<file path="src/rtl/imem_loader_if.sv">
// ---------------------------------------------------------------------------
// imem_loader_if.sv
//
// Purpose:
//   Bundles for the instruction-memory loader.
//     imem_loader_stream_if : 32-bit word stream from the boot/debug link.
//       master = word source (link), slave = word sink (loader).
//     imem_loader_wr_if     : byte-wide write port of the instruction memory.
//       master = writer (loader), slave = memory.
//
// Signals:
//   imem_loader_stream_if
//     s_valid  word available                     (master -> slave)
//     s_ready  sink can accept a word             (slave  -> master)
//     s_data   32-bit instruction word            (master -> slave)
//     s_last   final word of the program          (master -> slave)
//   imem_loader_wr_if #(ADDR_W)
//     mem_we    byte write enable                 (master -> slave)
//     mem_addr  byte address, ADDR_W bits         (master -> slave)
//     mem_wdata byte data                         (master -> slave)
// ---------------------------------------------------------------------------

interface imem_loader_stream_if;
    logic        s_valid;
    logic        s_ready;
    logic [31:0] s_data;
    logic        s_last;

    modport master (
        output s_valid,
        output s_data,
        output s_last,
        input  s_ready
    );

    modport slave (
        input  s_valid,
        input  s_data,
        input  s_last,
        output s_ready
    );
endinterface : imem_loader_stream_if

interface imem_loader_wr_if #(
    parameter int ADDR_W = 9
);
    logic              mem_we;
    logic [ADDR_W-1:0] mem_addr;
    logic [7:0]        mem_wdata;

    modport master (
        output mem_we,
        output mem_addr,
        output mem_wdata
    );

    modport slave (
        input  mem_we,
        input  mem_addr,
        input  mem_wdata
    );
endinterface : imem_loader_wr_if

</file>
<file path="src/rtl/imem_loader.sv">
// ---------------------------------------------------------------------------
// imem_loader.sv
//
// Purpose:
//   Writer side of the instruction memory's byte-wide write port. Accepts
//   32-bit instruction words over a valid/ready stream and writes each one as
//   four little-endian bytes: word i lands at byte addresses 4i..4i+3, lowest
//   byte first, one byte per cycle. The pipeline core is held in reset from
//   the moment a load begins until the load finishes, so a program can be
//   placed in instruction memory at run time.
//
// Parameters:
//   ADDR_W     byte-address width of the instruction memory (2^ADDR_W bytes)
//   MAX_WORDS  maximum words per load; 4*MAX_WORDS must not exceed 2^ADDR_W,
//              which keeps the byte address from wrapping inside a load
//
// Ports:
//   clk         system clock, rising edge
//   rst         synchronous active-high reset
//   start       one-cycle pulse that begins a load (honoured in IDLE / DONE)
//   s           word stream (slave side): s_valid, s_ready, s_data, s_last
//   m           memory write port (master side): mem_we, mem_addr, mem_wdata
//   core_rst    high while the core must be held in reset
//   busy        high while loading (LOAD and WRITE)
//   done        high once a load has finished (DONE)
//   overflow    load ended by reaching MAX_WORDS without s_last
//   word_count  words fully written in the current load
//   checksum    modulo-2^32 sum of accepted words (see macro below)
//
// Build option:
//   LOADER_CHECKSUM_EN  when defined, checksum accumulates every accepted
//                       s_data of the current load (updated in the accept
//                       cycle, cleared on start and on rst). When undefined
//                       the port is tied to zero and no adder exists.
//
// Timing:
//   Every output is a register except s_ready, which is decoded straight
//   from the state (high exactly in LOAD). One word costs five cycles: the
//   accept cycle plus four byte-write cycles.
// ---------------------------------------------------------------------------

module imem_loader #(
    parameter int ADDR_W    = 9,
    parameter int MAX_WORDS = 106
) (
    input  logic                             clk,
    input  logic                             rst,
    input  logic                             start,
    imem_loader_stream_if.slave              s,
    imem_loader_wr_if.master                 m,
    output logic                             core_rst,
    output logic                             busy,
    output logic                             done,
    output logic                             overflow,
    output logic [$clog2(MAX_WORDS+1)-1:0]   word_count,
    output logic [31:0]                      checksum
);

    localparam int            CW      = $clog2(MAX_WORDS + 1);
    localparam logic [CW-1:0] MAX_CNT = CW'(MAX_WORDS);

    typedef enum logic [1:0] {
        S_IDLE  = 2'd0,
        S_LOAD  = 2'd1,
        S_WRITE = 2'd2,
        S_DONE  = 2'd3
    } state_t;

    // -----------------------------------------------------------------------
    // State and registered outputs
    // -----------------------------------------------------------------------
    state_t            state_q,      state_d;
    logic [31:0]       word_q,       word_d;
    logic              last_q,       last_d;
    logic [1:0]        byte_idx_q,   byte_idx_d;
    logic [CW-1:0]     word_count_q, word_count_d;
    logic              overflow_q,   overflow_d;
    logic              mem_we_q,     mem_we_d;
    logic [ADDR_W-1:0] mem_addr_q,   mem_addr_d;
    logic [7:0]        mem_wdata_q,  mem_wdata_d;
    logic              core_rst_q,   core_rst_d;
    logic              busy_q,       busy_d;
    logic              done_q,       done_d;

    // -----------------------------------------------------------------------
    // Helpers
    // -----------------------------------------------------------------------
    logic          start_load;      // start honoured this cycle
    logic          accept;          // word handshake completes this cycle
    logic [1:0]    byte_idx_next;   // lane that the next write cycle emits
    logic [CW-1:0] word_count_inc;  // word count once this word completes
    logic [7:0]    word_byte [4];   // captured word split into byte lanes

    assign start_load     = ((state_q == S_IDLE) || (state_q == S_DONE)) && start;
    assign accept         = (state_q == S_LOAD) && s.s_valid;
    assign byte_idx_next  = byte_idx_q + 2'd1;
    assign word_count_inc = word_count_q + CW'(1);

    genvar gi;
    generate
        for (gi = 0; gi < 4; gi++) begin : g_lane
            assign word_byte[gi] = word_q[8*gi +: 8];
        end
    endgenerate

    // -----------------------------------------------------------------------
    // Next-state and registered-output decode
    //
    // Output registers are loaded with the values of the cycle being entered,
    // so in WRITE cycle k the write port already shows byte k. The accept
    // transition therefore preloads byte 0 directly from s_data, and each
    // WRITE cycle k<3 preloads byte k+1 from the captured word.
    // The byte address is simply {word_count, k}, i.e. 4*word_count + k.
    // -----------------------------------------------------------------------
    always_comb begin
        state_d      = state_q;
        word_d       = word_q;
        last_d       = last_q;
        byte_idx_d   = byte_idx_q;
        word_count_d = word_count_q;
        overflow_d   = overflow_q;
        mem_we_d     = 1'b0;
        mem_addr_d   = mem_addr_q;
        mem_wdata_d  = mem_wdata_q;
        core_rst_d   = core_rst_q;
        busy_d       = busy_q;
        done_d       = done_q;

        unique case (state_q)
            S_IDLE, S_DONE: begin
                if (start_load) begin
                    // Re-hold the core in the same update that leaves DONE,
                    // so it is held before the first byte is written.
                    state_d      = S_LOAD;
                    word_count_d = '0;
                    overflow_d   = 1'b0;
                    byte_idx_d   = 2'd0;
                    core_rst_d   = 1'b1;
                    busy_d       = 1'b1;
                    done_d       = 1'b0;
                end
            end

            S_LOAD: begin
                if (accept) begin
                    state_d     = S_WRITE;
                    word_d      = s.s_data;
                    last_d      = s.s_last;
                    byte_idx_d  = 2'd0;
                    mem_we_d    = 1'b1;
                    mem_addr_d  = ADDR_W'({word_count_q, 2'd0});
                    mem_wdata_d = s.s_data[7:0];
                end
            end

            S_WRITE: begin
                if (byte_idx_q != 2'd3) begin
                    byte_idx_d  = byte_idx_next;
                    mem_we_d    = 1'b1;
                    mem_addr_d  = ADDR_W'({word_count_q, byte_idx_next});
                    mem_wdata_d = word_byte[byte_idx_next];
                end else begin
                    // Last byte of the word is on the port this cycle.
                    word_count_d = word_count_inc;
                    if (last_q) begin
                        state_d    = S_DONE;
                        busy_d     = 1'b0;
                        done_d     = 1'b1;
                        core_rst_d = 1'b0;
                    end else if (word_count_inc == MAX_CNT) begin
                        state_d    = S_DONE;
                        overflow_d = 1'b1;
                        busy_d     = 1'b0;
                        done_d     = 1'b1;
                        core_rst_d = 1'b0;
                    end else begin
                        state_d    = S_LOAD;
                    end
                end
            end

            default: begin
                state_d = S_IDLE;
            end
        endcase
    end

    // -----------------------------------------------------------------------
    // State register. Reset abandons any partially written word; bytes that
    // already reached memory are left there.
    // -----------------------------------------------------------------------
    always_ff @(posedge clk) begin
        if (rst) begin
            state_q      <= S_IDLE;
            word_q       <= '0;
            last_q       <= 1'b0;
            byte_idx_q   <= 2'd0;
            word_count_q <= '0;
            overflow_q   <= 1'b0;
            mem_we_q     <= 1'b0;
            mem_addr_q   <= '0;
            mem_wdata_q  <= '0;
            core_rst_q   <= 1'b1;
            busy_q       <= 1'b0;
            done_q       <= 1'b0;
        end else begin
            state_q      <= state_d;
            word_q       <= word_d;
            last_q       <= last_d;
            byte_idx_q   <= byte_idx_d;
            word_count_q <= word_count_d;
            overflow_q   <= overflow_d;
            mem_we_q     <= mem_we_d;
            mem_addr_q   <= mem_addr_d;
            mem_wdata_q  <= mem_wdata_d;
            core_rst_q   <= core_rst_d;
            busy_q       <= busy_d;
            done_q       <= done_d;
        end
    end

    // -----------------------------------------------------------------------
    // Optional running checksum of accepted words
    // -----------------------------------------------------------------------
`ifdef LOADER_CHECKSUM_EN
    logic [31:0] checksum_q, checksum_d;

    always_comb begin
        checksum_d = checksum_q;
        if (start_load) begin
            checksum_d = '0;
        end else if (accept) begin
            checksum_d = checksum_q + s.s_data;
        end
    end

    always_ff @(posedge clk) begin
        if (rst) begin
            checksum_q <= '0;
        end else begin
            checksum_q <= checksum_d;
        end
    end

    assign checksum = checksum_q;
`else
    assign checksum = 32'd0;
`endif

    // -----------------------------------------------------------------------
    // Outputs
    // -----------------------------------------------------------------------
    assign s.s_ready   = (state_q == S_LOAD);
    assign m.mem_we    = mem_we_q;
    assign m.mem_addr  = mem_addr_q;
    assign m.mem_wdata = mem_wdata_q;
    assign core_rst    = core_rst_q;
    assign busy        = busy_q;
    assign done        = done_q;
    assign overflow    = overflow_q;
    assign word_count  = word_count_q;

endmodule : imem_loader

</file>
<file path="src/flat_wrapper.sv">
// flat-port wrapper written by rule: the top's interface ports become plain ports
module imem_loader_flat 
#(
    parameter int ADDR_W    = 9,
    parameter int MAX_WORDS = 106
)
  (clk, rst, start, core_rst, busy, done, overflow, word_count, checksum, s_s_valid, s_s_data, s_s_last, s_s_ready, m_mem_we, m_mem_addr, m_mem_wdata);
  imem_loader_stream_if s_i ();
  imem_loader_wr_if #(.ADDR_W(ADDR_W)) m_i ();
  input  logic clk;
  input  logic rst;
  input  logic start;
  output logic core_rst;
  output logic busy;
  output logic done;
  output logic overflow;
  output logic [$clog2(MAX_WORDS+1)-1:0] word_count;
  output logic [31:0] checksum;
  input wire logic [$bits(s_i.s_valid)-1:0] s_s_valid;
  input wire logic [$bits(s_i.s_data)-1:0] s_s_data;
  input wire logic [$bits(s_i.s_last)-1:0] s_s_last;
  output wire logic [$bits(s_i.s_ready)-1:0] s_s_ready;
  output wire logic [$bits(m_i.mem_we)-1:0] m_mem_we;
  output wire logic [$bits(m_i.mem_addr)-1:0] m_mem_addr;
  output wire logic [$bits(m_i.mem_wdata)-1:0] m_mem_wdata;
  assign s_i.s_valid = s_s_valid;
  assign s_i.s_data = s_s_data;
  assign s_i.s_last = s_s_last;
  assign s_s_ready = s_i.s_ready;
  assign m_mem_we = m_i.mem_we;
  assign m_mem_addr = m_i.mem_addr;
  assign m_mem_wdata = m_i.mem_wdata;
  imem_loader #(.ADDR_W(ADDR_W), .MAX_WORDS(MAX_WORDS)) u_core (.clk(clk), .rst(rst), .start(start), .s(s_i), .m(m_i), .core_rst(core_rst), .busy(busy), .done(done), .overflow(overflow), .word_count(word_count), .checksum(checksum));
endmodule
</file>
<file path="config.mk">
export PLATFORM = sky130hd
export DESIGN_NAME = imem_loader_flat
export DESIGN_NICKNAME = d
export VERILOG_FILES = /design/src/rtl/imem_loader_if.sv /design/src/rtl/imem_loader.sv /design/src/flat_wrapper.sv
export SDC_FILE = /design/constraint.sdc
export NUM_CORES = 1
export LEC_CHECK = 0
export ABC_AREA = 1
export CAP_MARGIN = 15
export CORE_ASPECT_RATIO = 0.8
export CORE_MARGIN = 2
export CORE_UTILIZATION = 50
export DETAILED_ROUTE_END_ITERATION = 7
export PLACE_DENSITY_LB_ADDON = 0.1
export SYNTH_ARGS = -nofsm -noshare
export SYNTH_HDL_FRONTEND = slang
export SYNTH_SLANG_ARGS = --single-unit
export TNS_END_PERCENT = 10
</file>
<file path="constraint.sdc">
create_clock -name clk -period 2.65 [get_ports clk]
set_input_delay 0.53 -clock clk [delete_from_list [all_inputs] [get_ports clk]]
set_output_delay 0.53 -clock clk [all_outputs]
set_load 0.02 [all_outputs]
</file>
### Word level (Yosys, flattened, before mapping)

Index checks and enable logic that the tools add are counted.
W data, S select, Z words.

| word-level totals | value |
|---|---|
| register bits after elaboration | 66 |
| bits of input ports | 37 |

| operators by class | value |
|---|---|
| bitwise operators | 1 |
| equality and inequality tests | 12 |
| $add $sub $neg | 2 |
| mux-type cells | 38 |
| order comparisons | 1 |
| reduce and logical (&&, ||, !) cells | 14 |

Operator list:

| kind | count |
|---|---|
| $mux W8 | 4 |
| $mux W9 | 2 |
| $pmux W9 S2 | 1 |
| $bmux W8 S2 | 1 |
| $mux W2 | 8 |
| $pmux W8 S2 | 1 |
| $mux W7 | 2 |
| $pmux W7 S2 | 1 |
| $mux W1 | 12 |
| $pmux W2 S3 | 2 |
| $reduce_and A3 Y1 | 4 |
| $ne A2 B1 Y1 const B | 4 |
| $pmux W1 S2 | 4 |
| $add A7 B1 Y7 const B | 1 |
| $eq A7 B7 Y1 const B | 1 |
| $ne A2 B2 Y1 const B | 3 |
| $reduce_and A5 Y1 | 1 |
| $eq A2 B2 Y1 const B | 2 |
| $reduce_and A4 Y1 | 1 |
| $reduce_bool A2 Y1 | 2 |
| $ge A3 B3 Y1 const B | 1 |
| $ne A3 B1 Y1 const B | 1 |
| $not A2 Y3 | 1 |
| $add A2 B1 Y2 const B | 1 |
| other kinds (6) | 7 |

### Depth between registers and ports, before layout

| logic depth | value |
|---|---|
| depth after elaboration | 7 |
| depth in mapped cells | 13 |
| mapped depth without buffers | 13 |

### Worst setup path before layout

No wires, ideal clock.

| path | value |
|---|---|
| path kind | register -> register |
| start point | register u_core.word_count_q[0], in the netlist u_core.word_count[0] |
| end point | register u_core.busy_q, in the netlist u_core.busy |
| path slack | 963 ps |
| clock period less this slack | 1687 ps |
| library setup time | 128 ps |
| arrival time | 1560 ps |
| required time | 2522 ps |
| path buffers | 0 |
| cell stages (with the launch flop) | 11 |
| cells stage by stage | dfxtp_1 ha_1 nand2_1 o21ai_0 nand2_1 nor2_1 nand2_1 nand2_1 nand2_1 a21oi_1 nor2_1 |

| between the ends | value |
|---|---|
| longest elaborated chain between the ends | 4 |

RTL lines:

| element | line | source |
|---|---|---|
| from (decl) | imem_loader.sv:76 | `logic [CW-1:0] word_count_q, word_count_d;` |
| from (signal assigned) | imem_loader.sv:211 | `word_count_q <= word_count_d;` |
| $add A7 B1 Y7 | imem_loader.sv:97 | `assign word_count_inc = word_count_q + CW'(1);` |
| $eq A7 B7 Y1 | imem_loader.sv:170 | `end else if (word_count_inc == MAX_CNT) begin` |
| $ne A3 B1 Y1 (no source line) | - |  |
| $reduce_and A4 Y1 (no source line) | - |  |
| to (signal assigned) | imem_loader.sv:217 | `busy_q <= busy_d;` |
| to (decl) | imem_loader.sv:82 | `logic busy_q, busy_d;` |

No other way between the ends.
A chain may end at the register's enable or synchronous reset.

### Worst setup path in the final report

| path | value |
|---|---|
| start point | register u_core.state_q[1] |
| end point | output port s_s_ready |

| between the ends | value |
|---|---|
| longest elaborated chain between the ends | 1 |

RTL lines:

| element | line | source |
|---|---|---|
| from (decl) | imem_loader.sv:72 | `state_t state_q, state_d;` |
| from (signal assigned) | imem_loader.sv:207 | `state_q <= state_d;` |
| $eq A2 B1 Y1 | imem_loader.sv:253 | `assign s.s_ready = (state_q == S_LOAD);` |
| to (decl) | flat_wrapper.sv:22 | `output wire logic [$bits(s_i.s_ready)-1:0] s_s_ready;` |

No other way between the ends.

==> impl_metrics.py <==
metrics = {
    "run": {
        "drv_cap": 0,
    },
    "synthesis": {
        "yosysTopAreaCellShare_pct": 41.9,
        "yosysTopAreaCell": "dfxtp_1",
        "ys_ff_latch": 66,
        "synth_warnings": 0,
        "yosysMostFrequentCell": "nor2_1",
        "ys_types": 28,
        "synth_edf_count": 0,
        "syn_area_mm2": 0.00315,
        "synthCells": 441,
        "ys.flop_type": "dfxtp_1",
        "ys_async_sr_fraction_pct": 0,
        "netlist_top_cells_area": "dfxtp_1, nor2_1, o21ai_0, buf_4, a21oi_1",
        "seq_area_frac_synth_pct": 41.9,
        "synth_area_per_cell_um2": 7.15,
        "netlist_top_cells_count": "nor2_1, dfxtp_1, o21ai_0, nand2_1, a21oi_1",
    },
    "worst_setup_path": {
        "crit_path_start_kind": "flop",
        "r2r-end": "u_core.m.mem_addr[8]",
        "r2r_start": "u_core.state_q[0]",
        "crit_end": "s_s_ready",
        "cp-startpoint": "u_core.state_q[1]",
        "worstPathMaxFanout": 4,
        "arrival_ns": 1.64,
        "critPathKind": "reg2out",
        "worstRegToRegCells": 6,
        "reg2reg_slack_ns": 0.72,
        "required_ns": 2.12,
        "endpoint_kind": "output pin",
    },
    "sta": {
        "tns_ns": 0,
        "worst_pin_slew_ns": 0.561,
        "hold_viol": 0,
        "setup-violations-final": 0,
        "finClkSkew_ns": 0.00673,
        "fmax_ghz": 0.462,
        "rsz0062_at_grt": "no",
        "period_share_pct": 81.8,
        "slew_headroom_pct": 62.5,
        "slew_violations": 0,
        "timing.final.crit_period_ns": 2.17,
    },
    "floorplan": {
        "initial_utilization_pct": 52.5,
        "io_pins": 99,
        "die-area_mm2": 0.00696,
        "die_w_um": 92.8,
        "die_y_um": 75.0,
        "core_area_mm2": 0.00601,
        "fp-row-count": 25,
    },
    "power_and_ir_drop": {
        "p_leak_nw": 1.61,
        "p_per_area_mw_per_mm2": 1000,
        "ir_drop_mv": 0.649,
        "p_total_mw": 3.94,
    },
    "detailed_routing": {
        "drc_errors": 0,
        "drtIter0Drc": 234,
        "viasPerCell": 5.02,
        "drt_pre_antenna_iters": 4,
        "wirelength_um": 7520,
        "via_count": 2964,
        "wl_per_cell_um": 12.7,
        "ant_nets": 0,
    },
    "clocking": {
        "htreeDepth": 3,
        "clockBufferDepth": 2,
        "cts_buffers": 9,
        "post_cts_buffers": 0,
        "clk_pin_slew_ns": 0.06,
        "ctsResizeCount": 0,
        "cts_root_buf": "clkbuf_8",
        "cts.sinks": 66,
        "cts_tree": "done",
        "insertion_delay_ns": 0.33,
        "cts-hold-fix-buffers": 0,
    },
    "finish": {
        "regArea_mm2": 0.00132,
        "area_growth_syn_to_layout_pct": 24.7,
        "final_area_mm2": 0.00393,
        "nets": 547,
        "post-route-util_pct": 65.5,
        "drive_above_1_share_pct": 7.86,
        "fillCellCount": 548,
        "n_antenna_cell": 0,
        "multiInputGateArea_mm2": 0.00146,
    },
    "status": {
        "status": "completed",
    },
    "global_route": {
        "antenna_found_initial": 0,
        "grt_pass1_vias": 2449,
        "grt_use_total_pct": 21.9,
        "grt_pass1_wl_um": 11800,
        "grt_max_degree": 33,
        "grt-ovfl-total": 0,
    },
    "placed_design": {
        "hpwlAfterDp_um": 5320,
        "port_buffers": 66,
        "place_area_mm2": 0.00375,
        "place.gp.congestion": 0.887,
    },
    "worst_hold_path": {
        "hold_path.class": "reg2reg",
    },
}
-- through the flow --
stage	hold slack (ns)	instances	setup slack (ns)
after CTS	0.449	590	0.451
after global placement	0.431	574	0.570
final	0.449	590	0.483
after detailed placement	0.440	574	0.470
after global routing	0.472	590	0.375
after floorplan	0.427	472	0.963
-- cells by family (layout without fill, tap and decap cells) --
kind of cell	after synthesis	count (layout)	synth area share [%]
flip-flops	66	66	41.9
other	1	32	0.119
buffers and inverters	90	127	15.4
adder cells (fa/ha/maj)	6	6	2.38
AND/OR/NAND/NOR	163	163	20.9
AO/OA/AOI/OAI	115	115	19.4
-- critical path: stages, from the launching register on --
cell and delay (ns):
dfxtp_1 0.33, inv_1 0.08, ha_1 0.26, clkdlybuf4s50_1 0.64
-- sequential cells by signal, indices dropped and copies added (netlist names) --
signal and count:
u_core.core_rst 1, u_core.busy 1, u_core.last_q 1, u_core.byte_idx_q 2, u_core.word_count 7, u_core.overflow 1
u_core.state_q 2, u_core.done 1, u_core.m.mem_wdata 8, u_core.m.mem_we 1, u_core.m.mem_addr 9, u_core.word_q 32
-- metal layers --
| metal | GRT usage, % | part of all wire (%) | vias up |
|---|---|---|---|
| met2 | 34.5 | 44 | 122 |
| met3 | 5.51 | 8.8 | 4 |
| li1 | - | - | 1478 |
| met4 | 6.37 | 0.56 | 0 |
| met5 | 0 | 0 | - |
| met1 | 30.4 | 47 | 1360 |
-- power by group --
group	leakage (nW)	internal (mW)	switching, mW
combinational	0.978	0.663	1.09
sequential	0.540	1.26	0.157
clock	0.0965	0.414	0.359
total	1.61	2.33	1.61
-- placed cells by master (no fill, tap or decap), types with 2 or more instances in the layout --
master	count
o22ai_1	9
nor2_2	3
clkdlybuf4s50_1	66
ha_1	6
dfxtp_1	66
nand4_1	2
inv_2	6
a211oi_1	2
clkinv_2	2
clkbuf_8	12
clkbuf_1	2
nand2_2	2
a21oi_1	37
conb_1	32
buf_4	8
nand3_1	5
inv_1	30
nor2_1	101
o21ai_0	61
nand2_1	46
nand3_2	2
-- how the worst min path moves through the flow --
| stage | cells past startpoint | end | start |
|---|---|---|---|
| final | 2 | u_core.m.mem_addr[4] | u_core.m.mem_addr[4] |
| after global routing | 2 | u_core.m.mem_addr[5] | u_core.m.mem_addr[5] |
| after CTS | 2 | u_core.m.mem_addr[4] | u_core.m.mem_addr[4] |
| after detailed placement | 2 | u_core.m.mem_addr[4] | u_core.m.mem_addr[4] |
| after global placement | 2 | u_core.core_rst | u_core.core_rst |
| after floorplan | 2 | u_core.byte_idx_q[1] | u_core.byte_idx_q[1] |
-- layout make-up --
type / count / area share [%]
inverters: 37 / 3.60
clock buffers: 14 / 4.39
flip-flops and latches: 66 / 33.6
multi-input cells: 316 / 37.2
clock inverters: 2 / 0.255
well taps: 81 / 2.58
repair buffers: 74 / 18.3
(Power assumes the default switching activity.)
